===== config.mk =====
export PLATFORM = sky130hd
export DESIGN_NAME = mem_port_arbiter
export DESIGN_NICKNAME = d
export VERILOG_FILES = /design/src/rtl/mem_port_arbiter.sv
export SDC_FILE = /design/constraint.sdc
export NUM_CORES = 1
export LEC_CHECK = 0
export CAP_MARGIN = 20
export CORE_UTILIZATION = 42
export CTS_BUF_LIST = sky130_fd_sc_hd__clkbuf_2 sky130_fd_sc_hd__clkbuf_4 sky130_fd_sc_hd__clkbuf_8
export DETAILED_ROUTE_END_ITERATION = 8
export PLACE_DENSITY = 0.83
export SKIP_LAST_GASP = 1
export SYNTH_ARGS = -nofsm -noshare
export SYNTH_HDL_FRONTEND = slang
export SYNTH_SLANG_ARGS = --single-unit
export TNS_END_PERCENT = 50

===== constraint.sdc =====
create_clock -name clk -period 2.2 [get_ports clk]
set_input_delay 0.33 -clock clk [delete_from_list [all_inputs] [get_ports clk]]
set_output_delay 0.33 -clock clk [all_outputs]
set_load 0.02 [all_outputs]

===== src/rtl/mem_port_arbiter.sv =====
// Single-port memory arbiter/sequencer for the IF and MEM stages: one access at a time, fixed read latency.
// Optional IF anti-starvation counter is enabled with the ARB_FAIRNESS_EN macro.
module mem_port_arbiter #(
  parameter int unsigned ADDR_W     = 32,
  parameter int unsigned DATA_W     = 32,
  parameter int unsigned MEM_LAT    = 2,
  parameter int unsigned STARVE_MAX = 4
) (
  input  logic                clk,
  input  logic                rst,
  input  logic                if_req,
  input  logic [ADDR_W-1:0]   if_addr,
  output logic                if_gnt,
  output logic                if_rvalid,
  output logic [DATA_W-1:0]   if_rdata,
  input  logic                mem_req,
  input  logic                mem_we,
  input  logic [ADDR_W-1:0]   mem_addr,
  input  logic [DATA_W-1:0]   mem_wdata,
  input  logic [DATA_W/8-1:0] mem_be,
  output logic                mem_gnt,
  output logic                mem_rvalid,
  output logic [DATA_W-1:0]   mem_rdata,
  output logic                ram_en,
  output logic                ram_we,
  output logic [ADDR_W-1:0]   ram_addr,
  output logic [DATA_W-1:0]   ram_wdata,
  output logic [DATA_W/8-1:0] ram_be,
  input  logic [DATA_W-1:0]   ram_rdata,
  output logic                busy
);

  localparam int unsigned BE_W  = DATA_W / 8;
  localparam int unsigned CNT_W = 4;

  typedef enum logic [1:0] {S_IDLE, S_ISSUE, S_WAIT} state_e;
  typedef enum logic {OWN_IF, OWN_MEM} owner_e;

  if (MEM_LAT < 1 || MEM_LAT > 15 || STARVE_MAX < 1) begin : g_bad_params
    $error("mem_port_arbiter: MEM_LAT must be 1..15 and STARVE_MAX at least 1");
  end

  state_e              state_q, state_d;
  owner_e              owner_q, owner_d;
  logic [CNT_W-1:0]    cnt_q, cnt_d;
  logic                st_q, st_d;
  logic                busy_q, busy_d;
  logic                if_gnt_q, if_gnt_d, mem_gnt_q, mem_gnt_d;
  logic                if_rvalid_q, if_rvalid_d, mem_rvalid_q, mem_rvalid_d;
  logic [DATA_W-1:0]   if_rdata_q, if_rdata_d, mem_rdata_q, mem_rdata_d;
  logic                ram_en_q, ram_en_d, ram_we_q, ram_we_d;
  logic [ADDR_W-1:0]   ram_addr_q, ram_addr_d;
  logic [DATA_W-1:0]   ram_wdata_q, ram_wdata_d;
  logic [BE_W-1:0]     ram_be_q, ram_be_d;
  logic                starve_hit_c;
  logic                pick_mem_c;

  // MEM has priority unless IF has been passed over STARVE_MAX times in a row
  assign pick_mem_c = mem_req && !(starve_hit_c && if_req);

`ifdef ARB_FAIRNESS_EN
  localparam int unsigned STARVE_W = $clog2(STARVE_MAX + 1);
  logic [STARVE_W-1:0] starve_q, starve_d;

  assign starve_hit_c = (starve_q == STARVE_W'(STARVE_MAX));

  always_comb begin
    starve_d = starve_q;
    if (state_q == S_IDLE && (mem_req || if_req))
      starve_d = (pick_mem_c && if_req) ? starve_q + STARVE_W'(1) : '0;
  end

  always_ff @(posedge clk or negedge rst) begin
    if (!rst) starve_q <= '0;
    else      starve_q <= starve_d;
  end
`else
  assign starve_hit_c = 1'b0;
`endif

  always_comb begin
    state_d      = state_q;
    owner_d      = owner_q;
    cnt_d        = cnt_q;
    st_d         = st_q;
    busy_d       = busy_q;
    if_gnt_d     = 1'b0;
    mem_gnt_d    = 1'b0;
    if_rvalid_d  = 1'b0;
    mem_rvalid_d = 1'b0;
    if_rdata_d   = if_rdata_q;
    mem_rdata_d  = mem_rdata_q;
    ram_en_d     = 1'b0;
    ram_we_d     = 1'b0;
    ram_addr_d   = '0;
    ram_wdata_d  = '0;
    ram_be_d     = '0;
    case (state_q)
      S_IDLE: begin
        if (mem_req || if_req) begin
          state_d  = S_ISSUE;
          busy_d   = 1'b1;
          ram_en_d = 1'b1;
          if (pick_mem_c) begin
            owner_d     = OWN_MEM;
            mem_gnt_d   = 1'b1;
            st_d        = mem_we;
            ram_we_d    = mem_we;
            ram_addr_d  = mem_addr;
            ram_wdata_d = mem_wdata;
            ram_be_d    = mem_we ? mem_be : '0;
          end else begin
            owner_d    = OWN_IF;
            if_gnt_d   = 1'b1;
            st_d       = 1'b0;
            ram_addr_d = if_addr;
          end
        end
      end
      S_ISSUE: begin
        state_d = S_WAIT;
        cnt_d   = '0;
      end
      S_WAIT: begin
        // last WAIT cycle: ram_rdata is valid at its closing edge
        if (cnt_q == CNT_W'(MEM_LAT - 1)) begin
          state_d = S_IDLE;
          busy_d  = 1'b0;
          cnt_d   = '0;
          if (owner_q == OWN_MEM) begin
            mem_rvalid_d = 1'b1;
            mem_rdata_d  = st_q ? '0 : ram_rdata;
          end else begin
            if_rvalid_d = 1'b1;
            if_rdata_d  = ram_rdata;
          end
        end else begin
          cnt_d = cnt_q + CNT_W'(1);
        end
      end
      default: state_d = S_IDLE;
    endcase
  end

  always_ff @(posedge clk or negedge rst) begin
    if (!rst) begin
      state_q      <= S_IDLE;
      owner_q      <= OWN_MEM;
      cnt_q        <= '0;
      st_q         <= 1'b0;
      busy_q       <= 1'b0;
      if_gnt_q     <= 1'b0;
      mem_gnt_q    <= 1'b0;
      if_rvalid_q  <= 1'b0;
      mem_rvalid_q <= 1'b0;
      if_rdata_q   <= '0;
      mem_rdata_q  <= '0;
      ram_en_q     <= 1'b0;
      ram_we_q     <= 1'b0;
      ram_addr_q   <= '0;
      ram_wdata_q  <= '0;
      ram_be_q     <= '0;
    end else begin
      state_q      <= state_d;
      owner_q      <= owner_d;
      cnt_q        <= cnt_d;
      st_q         <= st_d;
      busy_q       <= busy_d;
      if_gnt_q     <= if_gnt_d;
      mem_gnt_q    <= mem_gnt_d;
      if_rvalid_q  <= if_rvalid_d;
      mem_rvalid_q <= mem_rvalid_d;
      if_rdata_q   <= if_rdata_d;
      mem_rdata_q  <= mem_rdata_d;
      ram_en_q     <= ram_en_d;
      ram_we_q     <= ram_we_d;
      ram_addr_q   <= ram_addr_d;
      ram_wdata_q  <= ram_wdata_d;
      ram_be_q     <= ram_be_d;
    end
  end

  assign if_gnt     = if_gnt_q;
  assign if_rvalid  = if_rvalid_q;
  assign if_rdata   = if_rdata_q;
  assign mem_gnt    = mem_gnt_q;
  assign mem_rvalid = mem_rvalid_q;
  assign mem_rdata  = mem_rdata_q;
  assign ram_en     = ram_en_q;
  assign ram_we     = ram_we_q;
  assign ram_addr   = ram_addr_q;
  assign ram_wdata  = ram_wdata_q;
  assign ram_be     = ram_be_q;
  assign busy       = busy_q;

endmodule

==> impl.org, run 1 <==
** STA
- The count of final hold-check violations came to 0.
- Unrepaired setup endpoints after global routing :: false
- Slew Limit Headroom :: 0.6756
- Timing would allow up to 497.5 MHz.
- For the pin with the worst max-slew slack, the measured transition is around 0.49 ns.
- Setup violations remaining at the end of the flow were counted as 0.
- Final critical path time including I/O delays and setup :: approximately 2 ns
- Worst Hold Margin :: around 0.42 ns
- Final critical-path share of the clock period :: 0.9137
- The number of slew-limit violations in the final report came to 0.
- For the final database, setup skew stands at around 0.013 ns.
- Summed over all failing endpoints, the final setup total negative slack is 0 ns.

** Place
- Detailed placement ended at an HPWL of around 11000 um.
- Post-placement cell area :: between 8000 and 9000 um^2
- In this run the tool buffered the top-level ports with around 280 buffer cells.
- Routability-driven placement finished with a final weighted congestion of slightly above 0.8.

** Floorplan
- Die Outline Area :: between 10000 and 15000 um^2
- In this run the core area contains between 40 and 50 standard-cell rows.
- Starting Density :: 0.4358
- IO Count :: between 200 and 300
- In this run the standard cell core region covers roughly 13000 um^2.
- Y dimension of the die :: between 100 and 150 um
- Width of the die :: roughly 120 um

** Power
- Worst vdd ir :: approximately 0.43 mV
- The completed layout was analyzed and its total power is between 10 and 15 mW.
- Summed over all cells, the static leakage comes to 3.982 nW.
- Total power density per cell area :: 1242 nW/um^2

** Route
- Final wirelength :: between 10000 and 15000 um
- In this run the remaining antenna-violating nets after routing total 0.
- Number of iterations in the first detailed-routing pass :: 4
- For this block, the initial DRC count from the detailed router was 154.
- Detailed-route wire length per cell :: about 17 um
- After detailed routing, the number of vias per cell comes to roughly 4.8.
- Overall via count from detail_route :: ~4100
- Post-route DRC :: 0

** Global route
- The number of global-route vias before repair was 4355.
- Largest net degree at the start of global routing :: 55
- Global routing finished with a remaining overflow of 0.
- Global routing usage on met1 :: 0.2307
- The initial antenna violation count came to 1.
- The first global-routing pass estimated around 22000 um of wire.
- Global routing usage on met2 :: 0.3882
- In the global route stage, overall resource usage came out at 0.2183.
- For met3 alone, demand over resource in global routing was 0.07467.
- The layer flagged by global routing as most heavily used is met2.

** Synth
- The cell area that synthesis handed to floorplanning was between 5000 and 6000 um^2.
- Number of warnings issued by yosys :: 0
- Post-synth top area cell :: sky130_fd_sc_hd__dfrtp_1
- Most area-consuming cells after synthesis :: sky130_fd_sc_hd__dfrtp_1, sky130_fd_sc_hd__mux2_2, sky130_fd_sc_hd__a22o_1
- Counting every net in the synthesized netlist gives 525.
- Number of storage elements in the synthesis netlist :: 147
- The cell count after synthesis came out at about 380.
- The share of the Yosys chip area taken by registers is 0.6637.
- Averaged over all synthesized cells, the footprint is roughly 14 um^2.
- Netlist cell types :: 30
- Share of the synthesized area in the top cell type :: 0.6590

** Hold path
- Worst hold path class :: in -> async

** Critical path
- Critical Path Sink Type :: flop
- The worst setup path is of the reg -> reg kind.
- Largest fanout on the critical path :: 33
- Arr. time, crit path :: approximately 2.3 ns
- STA puts the critical path data required time at 2.51 ns.
- In this run the register-to-register setup slack is between 0.15 and 0.2 ns.
- Nature of the critical path startpoint :: flop

** Layout
- The finished cells cover approximately 9000 um^2.
- The net count of the finished layout is about 810.
- Fraction of final layout cells sized beyond drive strength 1 :: 0.1654
- From synthesis to final layout, the design area changed by 61.84%.

** Clock tree
- Clock latency on the worst-skew pair, taken at its later pin, is 0.43 ns.
- H-tree levels :: 4
- Worst-case clock buffer depth :: 2
- Quantity of hold-fixing buffers added after cts :: 1
- TritonCTS created 17 clock buffers.
- After clock tree synthesis, the repair step resized 0 gates.
- Clock-pin slew on the worst setup and hold paths :: approximately 0.08 ns
- Root Buffer Master :: sky130_fd_sc_hd__clkbuf_8
- Clock tree from TritonCTS :: done
- Total setup buffers inserted after CTS :: 0
- CTS sink count :: between 100 and 150

** Flow run
- Max_cap viols :: 0

** Run status
- The run finished with clean final reports.
## metal layers
metal,vias up,share of wire
li1,1908,-
met1,1967,0.36
met2,199,0.52
met3,34,0.075
met4,0,0.039
met5,-,0
## through the flow
step,instances,utilization,worst slack [ns]
final,850,0.7053,0.1899
after global routing,850,0.7053,0.06412
after CTS,849,0.7051,0.1857
after detailed placement,816,0.6715,0.1890
after global placement,816,0.6715,0.2700
after floorplan,383,-,0.1991
## synthesized netlist by cell type
library cell and count:
sky130_fd_sc_hd__and2_1 6, sky130_fd_sc_hd__nor2b_1 33, sky130_fd_sc_hd__nor2_1 2, sky130_fd_sc_hd__mux2_2 62, sky130_fd_sc_hd__o221ai_1 2, sky130_fd_sc_hd__a22oi_1 1
sky130_fd_sc_hd__a21oi_1 2, sky130_fd_sc_hd__inv_1 7, sky130_fd_sc_hd__nor3b_4 1, sky130_fd_sc_hd__o21bai_1 1, sky130_fd_sc_hd__nand3_1 5, sky130_fd_sc_hd__dfstp_2 1
sky130_fd_sc_hd__and3_1 33, sky130_fd_sc_hd__or3b_1 1, sky130_fd_sc_hd__nor3b_1 1, sky130_fd_sc_hd__or3_1 1, sky130_fd_sc_hd__o21ai_0 2, sky130_fd_sc_hd__nand4_1 1
sky130_fd_sc_hd__dfrtp_1 146, sky130_fd_sc_hd__buf_2 1, sky130_fd_sc_hd__a32o_1 1, sky130_fd_sc_hd__buf_6 3, sky130_fd_sc_hd__mux2i_1 1, sky130_fd_sc_hd__clkbuf_1 23
sky130_fd_sc_hd__a22o_1 32, sky130_fd_sc_hd__nand2_1 3, sky130_fd_sc_hd__a21o_1 2, sky130_fd_sc_hd__nand4b_1 1, sky130_fd_sc_hd__mux2_1 3, sky130_fd_sc_hd__ha_1 5
## placed cells by master, fill, tap and decap left out, types with 2 or more instances in the layout
| master | instances |
|---|---|
| sky130_fd_sc_hd__a21o_1 | 2 |
| sky130_fd_sc_hd__a21oi_1 | 2 |
| sky130_fd_sc_hd__a22o_1 | 32 |
| sky130_fd_sc_hd__and2_1 | 6 |
| sky130_fd_sc_hd__and3_1 | 33 |
| sky130_fd_sc_hd__buf_12 | 4 |
| sky130_fd_sc_hd__buf_4 | 9 |
| sky130_fd_sc_hd__bufinv_16 | 2 |
| sky130_fd_sc_hd__clkbuf_8 | 17 |
| sky130_fd_sc_hd__clkdlybuf4s50_1 | 274 |
| sky130_fd_sc_hd__dfrtp_1 | 146 |
| sky130_fd_sc_hd__ha_1 | 5 |
| sky130_fd_sc_hd__inv_1 | 7 |
| sky130_fd_sc_hd__inv_6 | 7 |
| sky130_fd_sc_hd__inv_8 | 4 |
| sky130_fd_sc_hd__mux2_1 | 3 |
| sky130_fd_sc_hd__mux2_2 | 62 |
| sky130_fd_sc_hd__nand2_1 | 3 |
| sky130_fd_sc_hd__nand3_1 | 4 |
| sky130_fd_sc_hd__nor2b_1 | 33 |
| sky130_fd_sc_hd__o21ai_0 | 2 |
| sky130_fd_sc_hd__o221ai_1 | 2 |
## layout make-up
type | instances | area (um^2)
multi-input combinational | 202 | 1720
fill | 901 | 3750
tap | 172 | 215.2
clock buffer | 17 | 234.0
clock inverter | 15 | 182.7
antenna | 1 | 2.502
inverter | 7 | 26.28
sequential | 147 | 3680
timing repair buffer | 289 | 2912
## where the power goes
part | total, mW | internal [mW] | leakage [nW] | switching (mW)
Clock | 2.19 | 1.07 | 0.211 | 1.12
Sequential | 4.10 | 3.63 | 1.86 | 0.477
Combinational | 4.85 | 2.52 | 1.91 | 2.33
## cells by family after synthesis
| family | synth area share |
|---|---|
| compound gates | 0.06455 |
| fa+ha+maj | 0.01128 |
| buf+inv | 0.02731 |
| flops | 0.6637 |
| mux | 0.1338 |
| simple gates | 0.09930 |
## final timing paths
kind	from	endpoint	depth (start not counted)
max	cnt_q[1]	if_rdata[17]	6
min	rst	mem_rdata[18]	2
max reg2reg	cnt_q[1]	if_rdata[17]	6
min reg2reg	if_rdata[21]	if_rdata[21]	1
max in group asynchronous	rst	if_rdata[26]	3
min in group clk	mem_be[1]	ram_be[1]	2
## sequential cells by signal, indices dropped and copies added, names as in the netlist, 2 cells and up
register and flops:
mem_rdata 32, ram_addr 32, ram_be 4, cnt_q 4, if_rdata 32, state_q 2, ram_wdata 32
## worst max-delay path: stages, from the launching register on
cell,delay (ns)
sky130_fd_sc_hd__dfrtp_1,0.40
sky130_fd_sc_hd__inv_1,0.08
sky130_fd_sc_hd__ha_1,0.15
sky130_fd_sc_hd__or3b_1,0.41
sky130_fd_sc_hd__nor3b_4,0.24
sky130_fd_sc_hd__buf_12,0.25
sky130_fd_sc_hd__mux2_2,0.36
Note: power is estimated with default switching activity, not from simulation.
==> inputs of run 2 (changes only) <==
--- a/config.mk
+++ b/config.mk
@@ -10,6 +10,7 @@
 export CTS_BUF_LIST = sky130_fd_sc_hd__clkbuf_2 sky130_fd_sc_hd__clkbuf_4 sky130_fd_sc_hd__clkbuf_8
 export DETAILED_ROUTE_END_ITERATION = 8
 export PLACE_DENSITY = 0.83
+export RECOVER_POWER = 25
 export SKIP_LAST_GASP = 1
 export SYNTH_ARGS = -nofsm -noshare
 export SYNTH_HDL_FRONTEND = slang
==> constraint.sdc (replaced) <==
create_clock -name clk -period 2.3 [get_ports clk]
set_input_delay 0.345 -clock clk [delete_from_list [all_inputs] [get_ports clk]]
set_output_delay 0.345 -clock clk [all_outputs]
set_load 0.02 [all_outputs]
==> run 2 against run 1 <==
Sequential power down 4%. Clock-buffer cell count up 2. Worst setup slack worse by 0.035 ns. Critical endpoint is now if_rdata[12]. Critical path type unchanged.
==> impl.org, run 2 (synthesis gave the netlist of run 1 again) <==
** Clock tree
- The cell sitting at the root of the clock tree is a sky130_fd_sc_hd__clkbuf_8.
- Worst skew pair latency :: 0.42 ns (about the same)
- The number of buffers inserted to repair setup after CTS came to 0 (unchanged).
- TritonCTS built the clock tree.
- The number of levels in the clock H-tree is 4 (unchanged).
- The number of buffers inserted during clock tree synthesis came to 17 (unchanged).
- The register clock-pin slew on the reported worst setup and hold paths is 0.08 ns (about the same).
- The maximum buffer depth of the clock tree is 2 (unchanged).
- The clock sink count came to 147 (unchanged).

** STA
- The final worst-path setup slack came to 0.1549 ns (-0.03502 ns).
- The sum of negative setup slack is 0 ns (unchanged).
- Count of final max-slew check failures :: 0 (unchanged)
- The worst-case clock skew came to 0.008144 ns (-0.005215 ns).
- Setup violators final :: 0 (unchanged)
- Final critical path time including I/O delays and setup :: 2.145 ns (+0.1350 ns)
- Worst Hold Margin :: 0.4738 ns (+0.05671 ns)
- Number of hold-slack violations in the final timing report :: 0 (unchanged)
- F_max :: 466.2 MHz (-6.3%)
- Setup repair after global routing left no endpoint under its margin.
- Slew Limit Headroom :: 0.09196 (-0.5837)
- The post-route clock period utilization came to 0.9326 (+0.01898).
- The pin slew with the least headroom to its limit was 1.362 ns (+0.8755 ns).

** Critical path
- Arr. time, crit path :: 2.44 ns (+0.12 ns)
- The highest fanout seen on the critical path came to 33 (unchanged).
- The critical path is of the reg -> reg type.
- Worst EP required :: 2.60 ns (+0.09 ns)
- The worst setup path is launched from a flop.
- The worst setup path is captured at a flop.

** Layout
- The count of antenna diodes in the layout came to 0 (-1).
- The number of filler instances in the final layout was 901 (unchanged).
- The count of placed standard cells in the final layout, fillers left out is 845 (-0.59%).
- Utilization after layout :: 0.7038 (-0.001475)
- The library cell used most frequently in the layout, excluding fill and tap cells, is sky130_fd_sc_hd__clkdlybuf4s50_1.
- Fraction of final layout cells sized beyond drive strength 1 :: 0.1605 (-0.004960)
- Most frequent cells in the layout :: sky130_fd_sc_hd__clkdlybuf4s50_1, sky130_fd_sc_hd__dfrtp_1, sky130_fd_sc_hd__mux2_2
- The area growth from synthesis to layout is 61.50%.
- The number of nets in the layout is 802 (-0.50%).

** Hold path
- Worst hold path class :: in -> reg

** Run status
- The flow ran to the end, and the final reports show no timing, DRC or antenna violations.

** Global route
- Total Routing Usage GR :: 0.2143 (-0.004075)
- Antenna violations before repair :: 0 (-1)
- The number of global-route vias before repair came to 4265 (-2.1%).
- The wire length of the first global-routing pass is 21500 um (-2.7%).
- The total grt overflow came to 0 (unchanged).
- Largest net degree at the start of global routing :: 57 (+3.6%)

** Place
- Dpl ws :: 0.1931 ns (+0.004032 ns)
- Post-detailed-placement half-perimeter wirelength :: 10910 um (-1.5%)
- The last weighted congestion value of the routability-driven placer was 0.8457 (+2.0%).
- The total of buffers placed on input and output ports came to 275 (unchanged).
- Cell count after placement :: 812 (-0.49%)

** Power
- The clock network fraction of design power was 0.210 (+0.014).
- Combinational fraction of design power :: 0.427 (-0.008)
- Total leakage power :: 3.964 nW (-0.45%)
- Share of total power in sequential cells :: 0.363 (-0.005)
- The switching power summed over all nets came to 3.631 mW (-7.5%).
- Cell-internal power :: 7.170 mW (-0.65%)
- Total power density per cell area :: 1206 nW/um^2 (-2.8%)
- The maximum vdd drop was 0.4666 mV (+8.0%).
- Net switching fraction of the power :: 0.3361 (-0.01603)

** Route
- The aggregate routed wire length came to 14470 um (-0.50%).
- Detailed-route wire length per cell :: 17.13 um (about the same)
- The detailed-route vias per instance was 4.806 (-0.56%).
- Post-DRT Antenna Nets :: 0 (unchanged)
- Post-route DRC :: 0 (unchanged)
- The DRC marker count from the first detailed-route iteration was 249 (+62%).
- Overall via count from detail_route :: 4061 (-1.1%)
- Number of iterations in the first detailed-routing pass :: 4 (unchanged)

** Floorplan
- The die span in x was 116.9 um (unchanged).
- Y dimension of the die :: 116.9 um (unchanged)
- The effective utilization at floorplan came to 0.4358 (unchanged).
- The number of placement rows came to 41 (unchanged).
- Placeable core region :: 12720 um^2 (unchanged)
- The total die area came to 13660 um^2 (unchanged).
- IO Count :: 276 (unchanged)

** Flow run
- The max capacitance violation total was 0 (unchanged).
==> run 2: path summary, 6_finish.rpt <==
path / to / startpoint / slack (ns) / cells past startpoint
setup reg to reg: if_rdata[12] / cnt_q[1] / 0.15 / 6
hold reg to reg: mem_rdata[17] / mem_rdata[17] / 0.51 / 1
max in group asynchronous: ram_addr[21] / rst / 0.45 / 3
min in group asynchronous: if_rdata[13] / rst / 0.78 / 2
setup / recovery: if_rdata[12] / cnt_q[1] / 0.15 / 6
hold / removal: ram_be[0] / mem_be[0] / 0.47 / 2
==> run 2: critical path: stages, from the launching register on <==
cell and delay, ns:
sky130_fd_sc_hd__dfrtp_1 0.41, sky130_fd_sc_hd__inv_1 0.08, sky130_fd_sc_hd__ha_1 0.18, sky130_fd_sc_hd__or3b_1 0.49
sky130_fd_sc_hd__nor3b_4 0.25, sky130_fd_sc_hd__buf_12 0.23, sky130_fd_sc_hd__mux2_1 0.36
==> run 2: cell type report <==
type,instances,area [um^2],area share
clock buffers,19,249.0,0.02781
clock inverters,13,209.0,0.02334
inverters,7,26.28,0.002935
multi-input cells,202,1720,0.1921
flip-flops and latches,147,3680,0.4110
well taps,172,215.2,0.02404
repair buffers,285,2854,0.3188
==> run 2: metrics by stage <==
step	total power, mW	cell area (um^2)
6_report	10.80	8954
3_5_place_dp	8.620	8501
2_1_floorplan	6.177	5544
5_1_grt	11.34	8954
3_3_place_gp	8.443	8501
4_1_cts	10.92	8969
==> run 2: routing by layer <==
layer	share of wire	track usage
met1	0.36	0.2232
met3	0.071	0.06797
met2	0.55	0.4067
met4	0.016	0.06920
met5	0	0
==> run 2: what timing repair did <==
item | 4_1_cts | 5_1_grt
endpoints found under the hold margin | 54 | 0
hold buffers | 1 | 0
gates resized for setup | 0 | 0
==> run 2: power by group through the flow <==
stage / Combinational, mW / Sequential (mW) / Clock (mW)
2_1_floorplan: 1.21 / 4.97 / 0
3_3_place_gp: 4.51 / 3.94 / 0
3_5_place_dp: 4.64 / 3.98 / 0
4_1_cts: 4.66 / 3.93 / 2.33
5_1_grt: 4.89 / 4.01 / 2.44
6_report: 4.61 / 3.92 / 2.27
==> inputs of run 3 (changes only) <==
--- a/config.mk
+++ b/config.mk
@@ -5,11 +5,10 @@
 export SDC_FILE = /design/constraint.sdc
 export NUM_CORES = 1
 export LEC_CHECK = 0
-export CAP_MARGIN = 20
-export CORE_UTILIZATION = 42
+export CORE_UTILIZATION = 45
 export CTS_BUF_LIST = sky130_fd_sc_hd__clkbuf_2 sky130_fd_sc_hd__clkbuf_4 sky130_fd_sc_hd__clkbuf_8
 export DETAILED_ROUTE_END_ITERATION = 8
-export PLACE_DENSITY = 0.83
+export PLACE_DENSITY = 0.88
 export RECOVER_POWER = 25
 export SKIP_LAST_GASP = 1
 export SYNTH_ARGS = -nofsm -noshare
==> constraint.sdc (replaced) <==
create_clock -name clk -period 2.6 [get_ports clk]
set_input_delay 0.39 -clock clk [delete_from_list [all_inputs] [get_ports clk]]
set_output_delay 0.39 -clock clk [all_outputs]
set_load 0.02 [all_outputs]
==> run 3 against run 2 <==
The flow now finishes with violations (capacitance limit, slew limit). Flip-flop and latch count unchanged. Clock power shrank 21%. Non-clock buffer count rose by 1. Clock-buffer cell count grew 2. First-iteration DRC count shrank 14%. Critical path type unchanged. Highest routed layer unchanged.
==> impl.org, run 3 (synthesis gave the netlist of run 1 again) <==
** Run status
- Run status :: finished with violations
- Violations in the final reports :: capacitance limit, slew limit

** Global route
- The number of global-route vias before repair was 4295 (+0.70%).
- Antenna violations before repair :: 0 (unchanged)
- Global-route wire length before repair :: 22500 um (+4.7%)
- Remaining global-route overflow :: 0 (unchanged)
- The largest net degree at the start of global routing came to 61 (+7.0%).
- The aggregate global-route resource usage was 0.2349 (+0.02066).

** Layout
- Most frequent standard cell in the layout excluding fill and tap cells :: sky130_fd_sc_hd__clkdlybuf4s50_1
- Leaving out fill and tap cells, the most frequent cells in the layout are sky130_fd_sc_hd__clkdlybuf4s50_1, sky130_fd_sc_hd__dfrtp_1, sky130_fd_sc_hd__mux2_2.
- Layout overhead on the synthesized area :: 59.90%
- The count of antenna diodes in the layout is 0 (unchanged).
- Fraction of final layout cells sized beyond drive strength 1 :: 0.1590 (-0.001486)
- The number of nets in the layout was 803 (+0.12%).

** STA
- Accumulated negative setup slack :: 0 ns (unchanged)
- The worst-case clock skew is 0.01051 ns (+0.002368 ns).
- Count of final max-slew check failures :: 60 (+60)
- The number of setup violations in the final report is 0 (unchanged).
- Final critical path time including I/O delays and setup :: 2.163 ns (+0.01778 ns)
- Final critical-path share of the clock period :: 0.8319 (-0.1008)
- Unrepaired setup endpoints after global routing :: false
- The max-slew headroom at the worst pin is -0.01173 (-0.1037).
- Worst setup margin :: 0.4371 ns (+0.2822 ns)
- The count of final hold-check violations was 0 (unchanged).
- Slew of the pin with the lowest slew margin :: 1.518 ns (+0.1555 ns)
- F_max :: 462.3 MHz (-0.82%)

** Power
- The combinational cell fraction of total power came to 0.439 (+0.012).
- Cell-internal power :: 6.176 mW (-14%)
- Share of total power in sequential cells :: 0.368 (+0.005)
- Net switching fraction of the power :: 0.3394 (+0.003218)
- The leakage power summed over all cells was 3.950 nW (-0.36%).
- The clock network fraction of design power is 0.193 (-0.017).
- Total power density per cell area :: 1055 nW/um^2 (-13%)
- The total power consumption of the routed design came to 9.349 mW (-13%).
- The switching power summed over all nets was 3.173 mW (-13%).
- The maximum vdd drop is 0.3717 mV (-20%).

** Flow run
- Max_cap viols :: 1 (+1)

** Route
- The number of iterations in the first detailed-routing pass was 5 (+1).
- The antenna violation net count after detailed routing came to 0 (unchanged).
- The detailed-route vias per instance was 5.059 (+5.3%).
- The DRC marker count from the first detailed-route iteration was 213 (-14%).
- Overall via count from detail_route :: 4148 (+2.1%)
- Final wirelength :: 14430 um (-0.31%)
- Post-route DRC :: 0 (unchanged)
- The routed wire length per instance came to 17.60 um (+2.7%).

** Clock tree
- The register clock-pin slew on the reported worst setup and hold paths came to 0.07 ns (about the same).
- The total of hold buffers inserted after clock tree synthesis was 1 (unchanged).
- The maximum buffer depth of the clock tree is 2 (unchanged).
- The root buffer cell chosen for the clock tree is sky130_fd_sc_hd__clkbuf_8.
- The post-cts sizing count was 0 (unchanged).
- The insertion delay to the later sink of the worst-skew pair was 0.43 ns (about the same).
- The clock sink count is 147 (unchanged).
- H-tree levels :: 4 (unchanged)
- The number of buffers inserted during clock tree synthesis was 17 (unchanged).
- TritonCTS built the clock tree.
- The number of buffers inserted to repair setup after CTS was 0 (unchanged).

** Critical path
- The worst setup path is captured at a flop.
- Largest fanout on the critical path :: 33 (unchanged)
- STA classifies the critical path startpoint as a flop.
- Worst EP required :: 2.91 ns (+0.31 ns)
- The critical path in this run is classified as reg -> reg.
- The worst path arrival time came to 2.47 ns (+0.03 ns).

** Floorplan
- The effective utilization at floorplan was 0.4616 (+0.02578).
- IO Count :: 276 (unchanged)
- The die span in x was 113.0 um (-3.3%).
- The chip height came to 113.0 um (-3.3%).
- Cell Rows :: 40 (-2.4%)
- Die Outline Area :: 12770 um^2 (-6.6%)
- Placeable core region :: 12010 um^2 (-5.6%)

** Place
- The last weighted congestion value of the routability-driven placer came to 0.7636 (-9.7%).
- Dpl ws :: 0.4586 ns (+0.2655 ns)
- The total of buffers placed on input and output ports came to 275 (unchanged).
- Post-detailed-placement half-perimeter wirelength :: 10840 um (-0.67%)

** Hold path
- The tightest min-delay check is of the reg -> reg type.
## run 3: path summary, 6_finish.rpt
check / endpoint / from / slack [ns] / depth (start not counted)
worst max-delay path: if_rdata[28] / cnt_q[1] / 0.44 / 6
worst max register to register: if_rdata[28] / cnt_q[1] / 0.44 / 6
worst min-delay path: if_rdata[30] / if_rdata[30] / 0.49 / 1
worst min register to register: if_rdata[30] / if_rdata[30] / 0.49 / 1
min in group asynchronous: mem_rdata[2] / rst / 0.88 / 2
max in group asynchronous: ram_addr[13] / rst / 0.53 / 3
## run 3: stage by stage
stage	utilization	hold WS (ns)	instance area [um^2]	std cells
CTS	0.7388	0.4883	8874	820
floorplan	-	0.09441	5544	383
finish	0.7380	0.4912	8865	820
global route	0.7380	0.5027	8865	820
detailed placement	0.7043	0.4042	8459	788
global placement	0.7043	0.3966	8459	788
## run 3: layout make-up
class	count	area [um^2]
sequential	147	3680
fill	790	3147
timing repair buffer	286	2855
multi-input combinational	202	1715
clock buffer	21	270.3
tap	147	183.9
clock inverter	10	133.9
inverter	7	26.28
## run 3: power groups by stage
stage	registers, mW	logic, mW	clock network (mW)
after CTS	3.45	4.14	1.85
after detailed placement	3.49	4.13	0
final	3.44	4.10	1.80
after global routing	3.53	4.33	1.96
after floorplan	4.39	1.07	0
after global placement	3.44	4.02	0
## run 3: critical path: stages (launching register included)
cell	delay, ns
sky130_fd_sc_hd__dfrtp_1	0.41
sky130_fd_sc_hd__inv_1	0.09
sky130_fd_sc_hd__ha_1	0.17
sky130_fd_sc_hd__or3b_1	0.50
sky130_fd_sc_hd__nor3b_4	0.25
sky130_fd_sc_hd__buf_12	0.24
sky130_fd_sc_hd__mux2_2	0.37
## run 3: per-layer routing
metal	wire length, um	global-route usage	vias to the layer above
met2	7674	0.4189	206
met3	925	0.06749	36
li1	-	-	1891
met1	5328	0.2578	2015
met4	501	0.1140	0
met5	0	0	-
